<file path="config.mk">
export PLATFORM = sky130hd
export DESIGN_NAME = seq_shift_4bit
export DESIGN_NICKNAME = d
export VERILOG_FILES = /design/src/rtl/seq_shift_4bit.sv
export SDC_FILE = /design/constraint.sdc
export NUM_CORES = 1
export LEC_CHECK = 0
export CORE_ASPECT_RATIO = 0.9
export CORE_MARGIN = 2
export CORE_UTILIZATION = 48
export CTS_BUF_LIST = sky130_fd_sc_hd__clkbuf_4 sky130_fd_sc_hd__clkbuf_8 sky130_fd_sc_hd__clkbuf_16
export DETAILED_ROUTE_END_ITERATION = 7
export PLACE_DENSITY = 0.85
export SLEW_MARGIN = 20
export SYNTH_ARGS = -nofsm -noshare
export SYNTH_HDL_FRONTEND = slang
export SYNTH_SLANG_ARGS = --single-unit
</file>
<file path="constraint.sdc">
create_clock -name clk -period 1.62 [get_ports clk]
set_input_delay 0.324 -clock clk [delete_from_list [all_inputs] [get_ports clk]]
set_output_delay 0.324 -clock clk [all_outputs]
set_load 0.1 [all_outputs]
</file>
<file path="src/rtl/seq_shift_4bit.sv">
// Iterative shifter: one bit position per clock, start/busy/done handshake.
// Left, logical right, arithmetic right and pass-through, amount saturating at WIDTH.
module seq_shift_4bit #(
    parameter int WIDTH = 4
) (
    input  logic             clk,
    input  logic             rst_n,
    input  logic             start,
    input  logic [WIDTH-1:0] in1,
    input  logic [WIDTH-1:0] in2,
    input  logic [1:0]       shift_select,
    output logic             busy,
    output logic             done,
    output logic [WIDTH-1:0] result
);

    localparam int CW = $clog2(WIDTH + 1);

    localparam logic [1:0] S_IDLE  = 2'd0;
    localparam logic [1:0] S_SHIFT = 2'd1;
    localparam logic [1:0] S_DONE  = 2'd2;

    localparam logic [1:0] SEL_LEFT = 2'b00;
    localparam logic [1:0] SEL_LSR  = 2'b01;
    localparam logic [1:0] SEL_ASR  = 2'b10;
    localparam logic [1:0] SEL_PASS = 2'b11;

    logic [1:0]       state_q,  state_d;
    logic [WIDTH-1:0] work_q,   work_d;
    logic [WIDTH-1:0] result_q, result_d;
    logic [CW-1:0]    cnt_q,    cnt_d;
    logic [1:0]       sel_q,    sel_d;

    logic [WIDTH-1:0] shifted;
    logic [CW-1:0]    start_cnt;

    // Amounts at or beyond WIDTH behave exactly like WIDTH single-bit steps.
    always_comb begin
        start_cnt = '0;
        if (shift_select != SEL_PASS) begin
            if (in2 >= WIDTH'(WIDTH)) start_cnt = CW'(WIDTH);
            else                      start_cnt = CW'(in2);
        end
    end

    always_comb begin
        shifted = work_q;
        case (sel_q)
            SEL_LEFT: shifted = work_q << 1;
            SEL_LSR:  shifted = work_q >> 1;
            SEL_ASR:  shifted = WIDTH'($signed(work_q) >>> 1);
            default:  shifted = work_q;
        endcase
    end

    always_comb begin
        state_d  = state_q;
        work_d   = work_q;
        result_d = result_q;
        cnt_d    = cnt_q;
        sel_d    = sel_q;
        case (state_q)
            S_IDLE: begin
                if (start) begin
                    work_d = in1;
                    sel_d  = shift_select;
                    cnt_d  = start_cnt;
                    if (start_cnt == '0) begin
                        result_d = in1;
                        state_d  = S_DONE;
                    end else begin
                        state_d  = S_SHIFT;
                    end
                end
            end
            S_SHIFT: begin
                work_d = shifted;
                cnt_d  = cnt_q - CW'(1);
                if (cnt_q == CW'(1)) begin
                    result_d = shifted;
                    state_d  = S_DONE;
                end
            end
            S_DONE:  state_d = S_IDLE;
            default: state_d = S_IDLE;
        endcase
    end

    always_ff @(posedge clk or negedge rst_n) begin
        if (!rst_n) begin
            state_q  <= S_IDLE;
            work_q   <= '0;
            result_q <= '0;
            cnt_q    <= '0;
            sel_q    <= '0;
        end else begin
            state_q  <= state_d;
            work_q   <= work_d;
            result_q <= result_d;
            cnt_q    <= cnt_d;
            sel_q    <= sel_d;
        end
    end

    assign busy   = (state_q != S_IDLE);
    assign done   = (state_q == S_DONE);
    assign result = result_q;

endmodule
</file>
==> results of run 1 <==
final cells by class:
cell class,count,area [um^2],share of cell area [%]
Clock buffer,3,22.5,1.85
Clock inverter,1,5.00,0.412
Inverter,6,22.5,1.85
Multi-Input combinational cell,54,439,36.1
Sequential cell,15,378,31.1
Tap cell,24,30.0,2.47
Timing Repair Buffer,29,319,26.2
cell usage after synthesis:
library cell / instances
nand2_1: 4
clkbuf_2: 1
dfrtp_1: 15
o211ai_1: 1
xor2_1: 1
or3b_1: 1
ha_1: 2
clkbuf_1: 1
o21bai_1: 1
nand2b_2: 1
a21oi_2: 1
inv_1: 6
buf_2: 2
a211o_4: 1
a311oi_1: 1
a211oi_1: 2
nor2_1: 4
mux2_2: 4
o221ai_1: 1
a22oi_1: 2
a2111oi_2: 1
nand3_1: 4
nor2b_1: 3
mux2_4: 2
a21oi_1: 4
nor4_2: 1
a31oi_1: 1
or2_2: 1
nand2b_1: 1
o21ai_0: 3
o21ai_1: 1
a221o_1: 1
mux2i_1: 4
sequential cells by signal, indices dropped and copies added (netlist names):
register and count:
cnt_q 3, state_q 2, work_q 4, sel_q 2, result 4
layer usage:
metal / up-vias / share of wire, % / GRT usage, %
li1: 345 / - / -
met1: 347 / 43 / 29.1
met2: 23 / 51 / 37.6
met3: 6 / 3.2 / 4.58
met4: 0 / 2.8 / 8.65
met5: - / 0 / 0
logic make-up after synthesis:
kind of cell / after synthesis / synth area share (%)
fa+ha+maj: 2 / 2.99
buf+inv: 10 / 4.93
compound gates: 21 / 19.1
flops: 15 / 44.8
xor+xnor: 1 / 1.05
mux: 10 / 13.8
simple gates: 20 / 13.3
path summary, 6_finish.rpt:
check | endpoint | cells past startpoint | start
max | busy | 2 | state_q[1]$_DFFE_PN0P_
min | result[3]$_DFFE_PN0P_ | 2 | rst_n
max reg2reg | cnt_q[2]$_DFFE_PN0P_ | 4 | state_q[1]$_DFFE_PN0P_
min reg2reg | cnt_q[0]$_DFFE_PN0P_ | 1 | cnt_q[0]$_DFFE_PN0P_
max in group asynchronous | state_q[1]$_DFFE_PN0P_ | 2 | rst_n
min in group clk | cnt_q[1]$_DFFE_PN0P_ | 3 | in2[1]
timing repair:
item                                    CTS  global route
pin swaps                                 1             0
setup buffers                             0             3
endpoints found under the setup margin    5             4
gates resized for setup                   6             2
stage by stage:
stage | area (um^2) | setup slack, ns | hold slack, ns | TNS (ns) | utilization [%]
3_5_place_dp | 1150 | -0.381 | 0.539 | -2.57 | 69.2
4_1_cts | 1190 | 0.0118 | 0.349 | 0 | 71.5
2_1_floorplan | 840 | 0.0337 | 0.0284 | 0 | -
3_3_place_gp | 1150 | -0.313 | 0.498 | -2.02 | 69.2
6_report | 1220 | 0.0496 | 0.343 | 0 | 73.1
5_1_grt | 1220 | -0.0170 | 0.352 | -0.0170 | 73.1
==> results.cfg, run 1 <==
[critical_path]
critPathKind = reg2out
cp-start-kind = flip-flop
cp.arrival_ns = 1.25
critPathBufInv = 1
r2r_setup_slack_ns = 0.09
crit_slowest_cell = dfrtp_2
cp.required_ns = 1.30
critPathTopFamily = flip-flops
max_stage_delay_ns = 0.46
end_kind = output port
cp_max_fo = 6
crit_path_cell_trace = or2_2 > buf_12

[global_route]
grt_pass1_vias = 752
antenna_found_initial = 0
grt_pass1_wl_um = 3390
grt_max_degree = 16
grt_use_total_pct = 22.9
grt-ovfl-total = 0

[yosys]
synth_top_area_share_pct = 44.8
synth.avg_cell_area_um2 = 10.6
synthTopCellsByArea = dfrtp_1 45%, mux2_2 5.4%, mux2i_1 4.8%, mux2_4 3.6%, ha_1 3.0%
synthesis.nets = 94
synth_cells = 79
ys_ff_latch = 15
yosysTopAreaCell = dfrtp_1
synth_area_um2 = 837
ys_warn_count = 0
ys_seq_area_share_pct = 44.8
synth_cell_type_count = 33

[placement]
dp.final_hpwl_um = 1520
io_buffers = 18
placed_cells = 125
routabilityCongestion = 0.852

[timing]
hold_violations = 0
fmax_mhz = 637
worst_pin_slew_ns = 0.371
maxSlewHeadroom_pct = 75.3
fin_skew_ns = 0.00294
setup_viol = 0
fin_crit_sh_pct = 96.9
min_period_ns = 1.57
drv_slew = 0

[die]
core.rowCount = 14
die_area_um2 = 2090
fp.dieH_um = 43.6
core_um2 = 1660
die_w_um = 48.0
start_util_pct = 50.3
ios = 19

[detailed_routing]
drc_errors = 0
ant_nets = 0
num_vias = 721
vias_per_cell = 5.46
first_pass_iters = 4
wirelength_um = 2010
drtIter0Drc = 13
wl_per_cell_um = 15.2

[hold_path]
holdCritPathClass = in2async

[cells_and_area]
antenna_cells = 0
stdcell_count = 132
nNetsFinal = 124
layout_commonest_cell = dfrtp_1
drive_above_1_share_pct = 35.2
final_cell_mix = 13 x dfrtp_1, 11 x buf_4, 9 x clkdlybuf4s50_1
n_fill_cell = 109
syn2layout_area_growth_pct = 45.3

[clocking]
cts_tree = done
cts_buffers = 3
cts_hold_buf = 0
clkSinkCount = 15
htreeDepth = 1
cts_root_buf = clkbuf_4
clock_path_buffers = 2
clk_latency_ns = 0.28
clk_pin_slew_ns = 0.10

[status]
outcome = finished, final reports clean

[flow_run]
drv_cap = 0
Power of run 1 is left out: the tool's default activity adds up to more than one toggle a clock period on the data nets, which glitch-free logic cannot reach.
==> run 2, diff against run 1 <==
- PLACE_DENSITY: 0.85 -> 0.77
- clock period: 1.62 -> 1.7 ns (I/O delays scaled with it)
==> run 2 against run 1 <==
Utilization decreased by 0.68 points. Global-route usage decreased by 3.9 points. Count of clock-buffer cells in the layout increased by 1. Wire length decreased by 12%. Die area unchanged. Sequential share of layout area increased by 0.083 points. Critical path type is now in2reg. Largest cell class unchanged. Highest routed layer unchanged.
==> results.cfg, run 2 (synthesis gave the netlist of run 1 again) <==
[status]
outcome = finished, final reports clean

[global_route]
grt-ovfl-total = 0
grt_pass1_vias = 670
grt_pass1_wl_um = 2890
grt_use_total_pct = 19.0
grt_max_degree = 16
antenna_found_initial = 0

[power_and_ir_drop]
power_w = 0.00270
p_per_area_nw_per_um2 = 2240
seqPwrFrac_pct = 29.0
p_switching_w = 0.00130
ir_drop_v = 0.00123
p_clk_share_pct = 8.1
internal_power_w = 0.00140
p_leak_nw = 0.545
p_comb_share_pct = 62.9
swShare_pct = 48.3

[critical_path]
critPathKind = in2reg
r2r_cells = 4
cp-start-kind = input port
cp_max_fo = 4
r2r_setup_slack_ns = 0.14
regToRegStartpoint = state_q[0]$_DFFE_PN0P_
r2r_end = cnt_q[2]$_DFFE_PN0P_
cp.arrival_ns = 1.86
cp.required_ns = 1.86
end_kind = flip-flop

[timing]
fin_crit_sh_pct = 99.5
maxSlewHeadroom_pct = 76.0
min_period_ns = 1.69
worst_pin_slew_ns = 0.360
setup_viol = 0
fmax_mhz = 591
tns_ns = 0
fin_skew_ns = 0.00345
setup_slack_ns = 0.00867
drv_slew = 0
hold_violations = 0

[cells_and_area]
layout_commonest_cell = dfrtp_1
final_cell_mix = 15 x dfrtp_1, 11 x clkdlybuf4s50_1, 9 x buf_4
antenna_cells = 0
drive_above_1_share_pct = 31.1
syn2layout_area_growth_pct = 43.9
nNetsFinal = 122

[hold_path]
holdCritPathClass = in2async

[clocking]
clk_latency_ns = 0.27
clk_pin_slew_ns = 0.09
cts_tree = done
cts_buffers = 3
clock_path_buffers = 2
cts_hold_buf = 0
clkSinkCount = 15
cts_root_buf = clkbuf_4
htreeDepth = 1

[placement]
routabilityCongestion = 0.778
dp.final_hpwl_um = 1320
io_buffers = 18
dp_slack_ns = -0.282

[die]
core_um2 = 1660
fp.dieH_um = 43.6
die_w_um = 48.0
ios = 19
start_util_pct = 50.3
die_area_um2 = 2090
core.rowCount = 14

[detailed_routing]
ant_nets = 0
first_pass_iters = 5
wirelength_um = 1770
drtIter0Drc = 14
drc_errors = 0
wl_per_cell_um = 13.6
num_vias = 682
vias_per_cell = 5.25

[flow_run]
drv_cap = 0
-- run 2: changes by cell type in the layout (fill, tap and decap cells not counted), moves of 2 or more --
cell,change
dlygate4sd2_1,-3
clkdlybuf4s50_1,+2
dfrtp_1,+2
dfrtp_2,-2
buf_4,-2
-- run 2: worst max path at each step --
stage | slack [ns] | from | cells after the start | end
3_5_place_dp | -0.28 | in2[2] | 5 | result[1]$_DFFE_PN0P_
5_1_grt | -0.008 | in2[3] | 5 | result[2]$_DFFE_PN0P_
6_report | 0.009 | in2[3] | 5 | result[2]$_DFFE_PN0P_
2_1_floorplan | 0.1 | state_q[0]$_DFFE_PN0P_ | 1 | done
3_3_place_gp | -0.25 | in2[2] | 5 | result[2]$_DFFE_PN0P_
4_1_cts | 0.02 | in2[2] | 5 | result[1]$_DFFE_PN0P_
-- run 2: worst max-delay path, cell delays in order --
cell	delay, ns
clkdlybuf4s50_1	0.46
nor4_4	0.31
a211oi_2	0.09
a211o_4	0.35
mux2_4	0.30
-- run 2: power by group through the flow --
stage | logic [W] | clock network, W | registers, W
2_1_floorplan | 0.000885 | 0 | 0.00102
3_3_place_gp | 0.00166 | 0 | 0.000771
3_5_place_dp | 0.00169 | 0 | 0.000785
4_1_cts | 0.00170 | 0.000228 | 0.000776
5_1_grt | 0.00180 | 0.000252 | 0.000816
6_report | 0.00170 | 0.000218 | 0.000783
-- run 2: stage by stage --
stage | cell area, um^2 | hold WS [ns] | utilization, % | instances
after CTS | 1180 | 0.368 | 71.0 | 129
final | 1200 | 0.368 | 72.4 | 130
after detailed placement | 1150 | 0.510 | 69.2 | 125
after global placement | 1150 | 0.496 | 69.2 | 125
after global routing | 1200 | 0.367 | 72.4 | 130
after floorplan | 840 | 0.0444 | - | 79
-- run 2: cell type report --
class                           count  area (um^2)
Fill cell                         115          459
Multi-Input combinational cell     54          437
Sequential cell                    15          375
Timing Repair Buffer               27          310
Clock buffer                        4         30.0
Tap cell                           24         30.0
Inverter                            6         22.5
-- run 2: layer usage --
metal	share of wire, %	track usage (%)	wire length [um]	vias to the layer above
met5	0	0	0	-
met4	1.5	4.86	26	0
met3	4.5	3.75	79	6
met2	46	29.3	812	20
met1	48	27.1	852	316
li1	-	-	-	340
-- run 2: repair_timing --
item,in CTS,in global routing
buffers inserted,0,1
resized for setup,0,3
setup endpoints to repair,0,4
(Power assumes the default switching activity.)
==> run 3, diff against run 2 <==
- CORE_UTILIZATION: 48 -> 52
- PLACE_DENSITY: 0.77 -> 0.82
- clock period: 1.7 -> 2.1 ns (I/O delays scaled with it)
==> run 3 against run 2 <==
Count of clock-buffer cells in the layout stayed put. First-iteration DRC count up 29%. Final cell count down 6.9%. Wire length up 13%. Die area down 7.0%. Hold slack better by 0.15 ns. Sequential cell count stayed put. Setup slack gained 0.24 ns. Global-route usage up 6.0 points. Via count grew 0.59%. Sequential share of layout area is 3.5 points higher. Critical path depth unchanged. Critical path type unchanged. Critical endpoint unchanged.
==> results.cfg, run 3 (synthesis gave the netlist of run 1 again) <==
[clocking]
cts_buffers = 3
clkSinkCount = 15
clk_latency_ns = 0.29
cts_hold_buf = 0
cts_root_buf = clkbuf_4
htreeDepth = 1
clk_pin_slew_ns = 0.08
clock_path_buffers = 2
post_cts_resized = 0
post_cts_buffers = 0
cts_tree = done

[timing]
fin_skew_ns = 0.00298
fin_crit_sh_pct = 87.9
min_period_ns = 1.85
rsz0062_at_grt = false
fmax_mhz = 541
hold_violations = 0
setup_viol = 0
tns_ns = 0
maxSlewHeadroom_pct = 54.8
setup_slack_ns = 0.253
worst_pin_slew_ns = 0.676
drv_slew = 0

[detailed_routing]
vias_per_cell = 5.67
num_vias = 686
drc_errors = 0
first_pass_iters = 4
ant_nets = 0
wl_per_cell_um = 16.5
drtIter0Drc = 18
wirelength_um = 2000

[cells_and_area]
syn2layout_area_growth_pct = 29.4
nNetsFinal = 115
layout_commonest_cell = dfrtp_1
final_cell_mix = 15 x dfrtp_1, 12 x clkdlybuf4s50_1, 6 x inv_1, 6 x buf_4
fin_area_um2 = 1080
drive_above_1_share_pct = 25.3
antenna_cells = 0

[critical_path]
crit_slowest_cell = clkdlybuf4s50_1
critPathKind = in2reg
cp_max_fo = 5
end_kind = flip-flop
cp.arrival_ns = 2.02
cp-start-kind = input port
cp.required_ns = 2.28
max_stage_delay_ns = 0.43
crit_path_cell_trace = clkdlybuf4s50_1 > nor4_2 > a211oi_1 > a211o_4 > mux2_4

[die]
die_area_um2 = 1950
die_w_um = 46.3
core_um2 = 1480
start_util_pct = 56.6
fp.dieH_um = 42.1
ios = 19
core.rowCount = 13

[global_route]
met3_usage_pct = 7.76
grt_pass1_vias = 697
antenna_found_initial = 0
grt-ovfl-total = 0
use_met1_pct = 29.7
busiest_layer = met2
gr-usage-met2_pct = 39.4
grt_use_total_pct = 25.0
grt_pass1_wl_um = 3340
grt_max_degree = 16

[flow_run]
drv_cap = 0

[placement]
placed_cell_area_um2 = 1050
io_buffers = 18
dp.final_hpwl_um = 1510
routabilityCongestion = 0.827
dp_slack_ns = -0.0378

[hold_path]
holdCritPathClass = reg2reg

[status]
outcome = finished, final reports clean
[run 3: changes by cell type in the layout (fill, tap and decap cells not counted)]
cell and delta:
clkdlybuf4s50_1 +1, a211oi_2 -1, a211oi_1 +1, buf_4 -3, nor4_2 +1, dlymetal6s2s_1 -1
buf_12 -4, nor4_4 -1
[run 3: final timing paths]
| check | end | slack [ns] | from | cells past startpoint |
|---|---|---|---|---|
| setup / recovery | result[2]$_DFFE_PN0P_ | 0.25 | in2[2] | 5 |
| hold / removal | result[3]$_DFFE_PN0P_ | 0.52 | result[3]$_DFFE_PN0P_ | 2 |
| setup reg to reg | cnt_q[1]$_DFFE_PN0P_ | 0.46 | state_q[0]$_DFFE_PN0P_ | 4 |
| hold reg to reg | result[3]$_DFFE_PN0P_ | 0.52 | result[3]$_DFFE_PN0P_ | 2 |
| max in group asynchronous | state_q[1]$_DFFE_PN0P_ | 1.13 | rst_n | 1 |
| min in group asynchronous | cnt_q[1]$_DFFE_PN0P_ | 0.53 | rst_n | 1 |
[run 3: area by class of cell]
type | instances | area (um^2)
repair buffers | 20 | 205
clock buffers | 4 | 30.0
well taps | 22 | 27.5
flip-flops and latches | 15 | 375
fillers | 103 | 397
inverters | 6 | 22.5
multi-input cells | 54 | 423
[run 3: per-stage QoR]
stage	hold WS, ns	cells	util [%]
6_report	0.522	121	73.2
5_1_grt	0.538	121	73.2
4_1_cts	0.528	121	73.2
3_5_place_dp	0.509	117	71.2
3_3_place_gp	0.495	117	71.2
2_1_floorplan	0.124	79	-
[run 3: worst max-delay path: cells and delay by family]
family          cells  cell delay [ns]
simple gates        1             0.38
mux                 1             0.30
buf+inv             1             0.43
compound gates      2             0.49
[run 3: routing by layer]
metal / wire length, um / vias up
li1: - / 323
met1: 835 / 333
met2: 1010 / 21
met3: 84 / 9
met4: 70 / 0
met5: 0 / -
Power of run 3 is left out for the same reason.
==> RTL change, RTL diff (settings of run 2) <==
Take the reset off `result_q` and load it in a clocked block of its own.
--- a/src/rtl/seq_shift_4bit.sv
+++ b/src/rtl/seq_shift_4bit.sv
@@ -90,16 +90,18 @@
         if (!rst_n) begin
             state_q  <= S_IDLE;
             work_q   <= '0;
-            result_q <= '0;
             cnt_q    <= '0;
             sel_q    <= '0;
         end else begin
             state_q  <= state_d;
             work_q   <= work_d;
-            result_q <= result_d;
             cnt_q    <= cnt_d;
             sel_q    <= sel_d;
         end
+    end
+
+    always_ff @(posedge clk) begin
+        result_q <= result_d;
     end
 
     assign busy   = (state_q != S_IDLE);
Formal check against the unedited RTL: not equivalent (Yosys sat finds a counterexample within 4 cycles, from zero or initial values and one cycle with rst_n low).
==> RTL change against run 2 <==
Total power fell by 13%. Worst setup slack gained 0.052 ns. Clock skew increased by 0.0032 ns. Routed wire length grew 12%. Non-clock buffer count rose by 2. Sequential cell count did not move. Utilization up 1.6 points. Synthesized area increased by 3.3%. Count of clock-buffer cells in the layout unchanged. Critical path type unchanged. Cell area rose by 3.2%.
==> RTL change: results (changes against run 2) <==
| Metric | Value |
|---|---|
| Metal3 WL | 108 µm (+37%) |
| Synthesized-area fraction occupied by xor and xnor cells | 0.0101 (-0.000333) |
| Initial DRC Count | 21 (+7) |
| Wire per inst | 14.0 µm (+3.0%) |
| Met2 WL | 911 µm (+12%) |
| Layout cell share with drive strength beyond 1 | 0.265 (-0.0464) |
| Critical path launch point | in2[0] |
| Met1 WL | 930 µm (+9.2%) |
| CP arrival | 1.65 ns (-0.21 ns) |
| Final GP Congestion | 0.869 (+12%) |
| FF-to-FF setup slack | 0.20 ns (+0.06 ns) |
| Global-route wire length before repair | 3280 µm (+13%) |
| Synth Area in Compound Gates | 0.234 (+0.0431) |
| Outcome | complete, no violations |
| Worst slew pin tran | 0.554 ns (+0.194 ns) |
| GR Util All Layers | 0.199 (+0.00918) |
| Signal buffers | 29 (+7.4%) |
| First-pass DRT Iterations | 4 (-1) |
| Synth cell count leaders | 12 x a21oi_1, 11 x dfrtp_1, 6 x inv_1, 6 x nand2_1, 5 x nor2_1 |
| Nets | 133 (+9.0%) |
| GR Util met2 | 0.318 (+0.0245) |
| Fillers | 125 (+8.7%) |
| CP Capture Point | result[2] |
| Synth area leaders | dfrtp_1 32%, edfxtp_1 14%, a21oi_1 6.9% |
| Flop pwr share | 0.320 (+0.030) |
| Grt met1 use | 0.272 (+0.00177) |
| Hpwl dp | 1560 µm (+18%) |
| Multi-input combinational area share | 0.354 (-0.00828) |
| Non-clock buffer share of cell area | 0.260 (+0.00203) |
| Clock buf/inv share | 0.0241 (-0.000777) |
| Largest net degree at the start of global routing | 12 (-4) |
-- RTL change: changes by cell type in the layout (fill, tap and decap cells not counted), sizes merged, moves of 2 or more --
cell	run 2	this run
nor3b	0	4
a22oi	2	0
buf	15	17
o22ai	0	2
nand3	4	2
dlygate4sd2	0	3
dfrtp	15	11
nand2	4	6
mux2i	4	1
mux2	6	2
a21oi	5	12
clkdlybuf4s50	11	9
or4b	0	2
edfxtp	0	4
-- RTL change: per-stage QoR --
stage / hold slack, ns / setup WS, ns / instances / power, µW
2_1_floorplan: 0.0444 / 0.0328 / 88 / 1650
3_3_place_gp: 0.510 / -0.375 / 137 / 2080
3_5_place_dp: 0.514 / -0.387 / 137 / 2110
4_1_cts: 0.415 / 0.0220 / 141 / 2330
5_1_grt: 0.440 / 0.00589 / 141 / 2510
6_report: 0.404 / 0.0611 / 141 / 2360
-- RTL change: critical path, cell delays in order --
cell,delay (ns)
clkdlybuf4s50_1,0.41
or4_4,0.42
a21bo_1,0.21
a21oi_2,0.13
buf_4,0.14
